<file path="src/rtl/enc_case_if.sv">
// Request/result bundle for the registered priority encoder.
// The master drives the request vector Y and the slave returns the result A.
interface enc_case_if;
    logic [3:0] Y;
    logic [3:0] A;

    modport master (output Y, input A);
    modport slave  (input Y, output A);
endinterface

</file>
<file path="src/rtl/enc_case.sv">
// Registered 4-input priority encoder: A = {multi, valid, index} of Y, one cycle late.
// Bit 3 of Y has the highest priority; any Y that is not fully known decodes to 0000.
module enc_case (
    input  logic       clk,
    input  logic       rst_n,
    enc_case_if.slave  bus
);

    logic [3:0] a_s;
    logic [3:0] a_r;

    // Full decode of Y; items are exact 0/1 patterns so X/Z requests fall to default.
    always_comb begin
        a_s = 4'b0000;
        case (bus.Y)
            4'b0000: a_s = 4'b0000;
            4'b0001: a_s = 4'b0100;
            4'b0010: a_s = 4'b0101;
            4'b0011: a_s = 4'b1101;
            4'b0100: a_s = 4'b0110;
            4'b0101: a_s = 4'b1110;
            4'b0110: a_s = 4'b1110;
            4'b0111: a_s = 4'b1110;
            4'b1000: a_s = 4'b0111;
            4'b1001: a_s = 4'b1111;
            4'b1010: a_s = 4'b1111;
            4'b1011: a_s = 4'b1111;
            4'b1100: a_s = 4'b1111;
            4'b1101: a_s = 4'b1111;
            4'b1110: a_s = 4'b1111;
            4'b1111: a_s = 4'b1111;
            default: a_s = 4'b0000;
        endcase
    end

    // Output register; the only path from Y to A.
    always_ff @(posedge clk or negedge rst_n) begin
        if (!rst_n) begin
            a_r <= 4'b0000;
        end else begin
            a_r <= a_s;
        end
    end

    assign bus.A = a_r;

endmodule

</file>
<file path="src/flat_wrapper.sv">
// flat-port wrapper written by rule: the top's interface ports become plain ports
module enc_case_flat 
  (clk, rst_n, bus_Y, bus_A);
  enc_case_if bus_i ();
  input  logic clk;
  input  logic rst_n;
  input wire logic [$bits(bus_i.Y)-1:0] bus_Y;
  output wire logic [$bits(bus_i.A)-1:0] bus_A;
  assign bus_i.Y = bus_Y;
  assign bus_A = bus_i.A;
  enc_case u_core (.clk(clk), .rst_n(rst_n), .bus(bus_i));
endmodule
</file>
<file path="config.mk">
export PLATFORM = sky130hd
export DESIGN_NAME = enc_case_flat
export DESIGN_NICKNAME = d
export VERILOG_FILES = /design/src/rtl/enc_case_if.sv /design/src/rtl/enc_case.sv /design/src/flat_wrapper.sv
export SDC_FILE = /design/constraint.sdc
export NUM_CORES = 1
export LEC_CHECK = 0
export CORE_AREA = 3 3 40 42
export DETAILED_ROUTE_END_ITERATION = 10
export DIE_AREA = 0 0 43 45
export SETUP_SLACK_MARGIN = 0.05
export SYNTH_ARGS = -nofsm -noshare
export SYNTH_HDL_FRONTEND = slang
export SYNTH_SLANG_ARGS = --single-unit
export TNS_END_PERCENT = 100
</file>
<file path="constraint.sdc">
create_clock -name clk -period 1 [get_ports clk]
set_clock_uncertainty 0.2 [all_clocks]
set_input_delay 0.2 -clock clk [delete_from_list [all_inputs] [get_ports clk]]
set_output_delay 0.2 -clock clk [all_outputs]
set_load 0.02 [all_outputs]
</file>
* Yosys cells after proc, flatten, opt, wreduce, memory -nomap -nowiden *
Memory sizes are Yosys's and may differ from the RTL's. A register that Yosys moved wholly into a read port is not among the register bits.
Cells that the tools add are included.

word-level totals
  register bits after elaboration = 0
  ROM bits = 64
  bits of input ports = 6
  output and inout port bits = 4
  word-level logic and storage cells = 2
  memories kept = 1

cells by class
  reduce and logical (&&, ||, !) cells = 1

memories
  name             depth  width  rd ports  clocked after Yosys merged registers in  write ports  line            source
  (no name shown)  16     4      1         1                                        0            enc_case.sv:15  case (bus.Y)

operator list
  operator         number
  $logic_not 1->1  1

* Logic depth before layout (Yosys ltp) *
Gate-level depths: netlist of run 1.

  depth in word-level cells = 1
  gate-level depth with buffers = 2
  mapped depth without buffers = 2

* Least setup slack after synthesis of run 1 *
Ideal clock, no wire load.

  path kind = input-to-reg
  from = input bus_Y[3]
  to = register u_core.a_r[2] (netlist: u_core.bus.A[2])
  library setup time = 139 ps
  data arrival time = 694 ps
  required time = 661 ps
  slack = -33 ps
  stages = 1
  buffers on the path = 0
  cell sequence = or4_1

RTL lines
  element          line               source
  start, declared  flat_wrapper.sv:7  input wire logic [$bits(bus_i.Y)-1:0] bus_Y;
  end, declared    enc_case.sv:10     logic [3:0] a_r;

No word-level cell between the ends.

* Worst setup path in the final report of run 1 *
  from = register u_core.a_r[1] (netlist: u_core.bus.A[1])
  to = output bus_A[1]

RTL lines
  element        line               source
  end, declared  flat_wrapper.sv:8  output wire logic [$bits(bus_i.A)-1:0] bus_A;

No word-level cell between the ends.

==> metrics.txt, run 1 <==
top_reg_cell synth=dfrtp_1; top cells by area, synth=dfrtp_1 69%, a211oi_1 10%, a21o_2 6.0%; Synth cell types=7; Routed Wire Length=about 350 µm; Reg clk slew, reported paths=~40 ps; DP Cell Count=38; fmax=883.8 MHz; Cells after Synth=11; GP Congestion=between 0.7 and 0.8; PD cells=approximately 1600 mW/mm²; post-synth top area share=0.6897; ANT cells=0; RSZ-0062 raised after global routing=true; PortBufs=9; crit-path max cell delay=about 370 ps; CTS Buffer Depth=2; Layout Cells excl Fill=slightly above 40; Tightest Pin Transition=212.2 ps; max reg flops=4; WHS=-35.37 ps; vias in the first global route=158; CTS tree=done; Die Span Y=approximately 45 µm; VDD IR max=0.2938 mV; die outline area=between 0.0015 and 0.002 mm²; DRC=0; register bit total from synthesis=4; postcts setup bufs=0; Tcrit/Tclk final=1.131; Detailed Route Iter0 Violations=1; register area=around 100 µm²; CP cell instances=buf_6; Final WS setup=-131.4 ps; Async S/R FF share, synth=1.000; TritonCTS buffer count=3; Critical Path Fanout Max=1; All-Layer GR Usage=0.04849; failing checks=hold timing, setup timing; crit end category=output port; Vias/cell=~3.5; initial antenna violation count=0; DRT Pass-1 Iters=2; maximum number of pins on one net before global-route repair=6; starting density of the core=0.1130; Buf/Inv on CP=1; clock root buffer=clkbuf_4; Mapped Area=between 100 and 150 µm²; yosys synthesis warning count=0; CP max-delay cell=dfrtp_1; CTS H-tree lvls=1; syn_area_per_cell=roughly 13 µm²; Worst Setup Path Type=flop to output port; outcome=complete, but fails checks; post-route ant nets=0; hold crit path type=primary input to asynchronous set/reset pin; Largest delay share family, worst path=flip-flops; Core Area=0.001285 mm²; leakage power=approximately 0.13 nW; Arr. time, crit path=about 730 ps; CTS sink cnt=4; # rows=13; EDFF count, synth=0; layout cell share with drive strength beyond 1=0.5769; final core occ=0.2210; post-synth top area cell=dfrtp_1; Max-cap violations=0; sequential share of the synthesized area=0.6897; grt ovf=0; number of I/O pins=10; Multi-input gate area=41.29 µm²; via count=between 100 and 150; min cycle time layout=around 1100 ps; Slew headroom=0.8577; Startpoint Class=flop; Final Hold Vio Count=5; Filler Cell Count=143; Final Power=440.4 µW; most common cell in the netlist=dfrtp_1; Die Wd=about 43 µm; synth-to-layout area growth=95.69%; CP required=600 ps; drt wl/cell=between 8 and 9 µm; Slew Limit Fails=0; Mapped Nets=17; first-pass GRT wire length=around 600 µm; Final setup viols=4; post-layout net count=34; TNS Setup=-498.9 ps; synth cell count leaders=4 x dfrtp_1, 2 x a211oi_1; HPWL after DPL=approximately 270 µm
[cells by family after synthesis]
family          after synthesis  synth area share
flops                         4            0.6897
buf+inv                       1           0.02584
simple gates                  3            0.1207
compound gates                3            0.1638
[routing by layer]
layer,track usage,wire length (µm),up-vias
met1,0.04390,148,61
met2,0.06287,143,10
met5,0,0,-
li1,-,-,71
met3,0.03984,61,0
met4,0.05422,0,0
[layout by cell type (no fill, tap or decap), drive strengths merged]
cell,synthesis,final
nor2,1,1
buf,0,9
clkbuf,0,5
inv,1,1
a211oi,2,2
or4,1,1
dfrtp,4,4
a21o,1,1
clkdlybuf4s50,0,1
or2,1,1
[per-stage QoR]
step	instance area, µm²	worst slack, ps
2_1_floorplan	145.1	-32.96
4_1_cts	294.0	-144.3
6_report	284.0	-131.4
5_1_grt	284.0	-165.5
3_5_place_dp	276.5	-485.7
3_3_place_gp	276.5	-463.8
[area by class of cell]
| cell class | instances | share of cell area |
|---|---|---|
| clock buffer | 3 | 0.07930 |
| inverter | 1 | 0.01322 |
| multi-input combinational | 6 | 0.1454 |
| sequential | 4 | 0.3524 |
| tap | 15 | 0.06608 |
| timing repair buffer | 12 | 0.3436 |
[report_power, final]
group / total, mW / internal [mW] / leakage [nW] / switching [mW]
clock network: 0.194 / 0.134 / 0.0138 / 0.0601
registers: 0.176 / 0.172 / 0.0412 / 0.00425
logic: 0.0703 / 0.0392 / 0.0750 / 0.0310
[worst max path at each step]
stage | end | cells after the start | from
after floorplan | u_core.bus.A[2] | 1 | bus_Y[3]
after global placement | u_core.bus.A[2] | 2 | bus_Y[3]
after detailed placement | u_core.bus.A[2] | 2 | bus_Y[3]
after CTS | bus_A[1] | 1 | u_core.bus.A[1]
after global routing | bus_A[1] | 1 | u_core.bus.A[1]
final | bus_A[1] | 1 | u_core.bus.A[1]
[timing repair]
item | 4_1_cts | 5_1_grt
hold endpoints to repair | 5 | 5
pin swaps | 1 | 1
gates resized for setup | 36 | 2
setup endpoints to repair | 8 | 5
gates cloned | 0 | 0
No activity file was read; power rests on OpenSTA's default activity.
==> inputs of run 2 (changes only) <==
--- a/config.mk
+++ b/config.mk
@@ -6,6 +6,7 @@
 export NUM_CORES = 1
 export LEC_CHECK = 0
 export CORE_AREA = 3 3 40 42
+export CTS_CLUSTER_DIAMETER = 60
 export DETAILED_ROUTE_END_ITERATION = 10
 export DIE_AREA = 0 0 43 45
 export SETUP_SLACK_MARGIN = 0.05
==> results of run 2 <==
The final DEF is identical to that of run 1; final timing and power are the same.
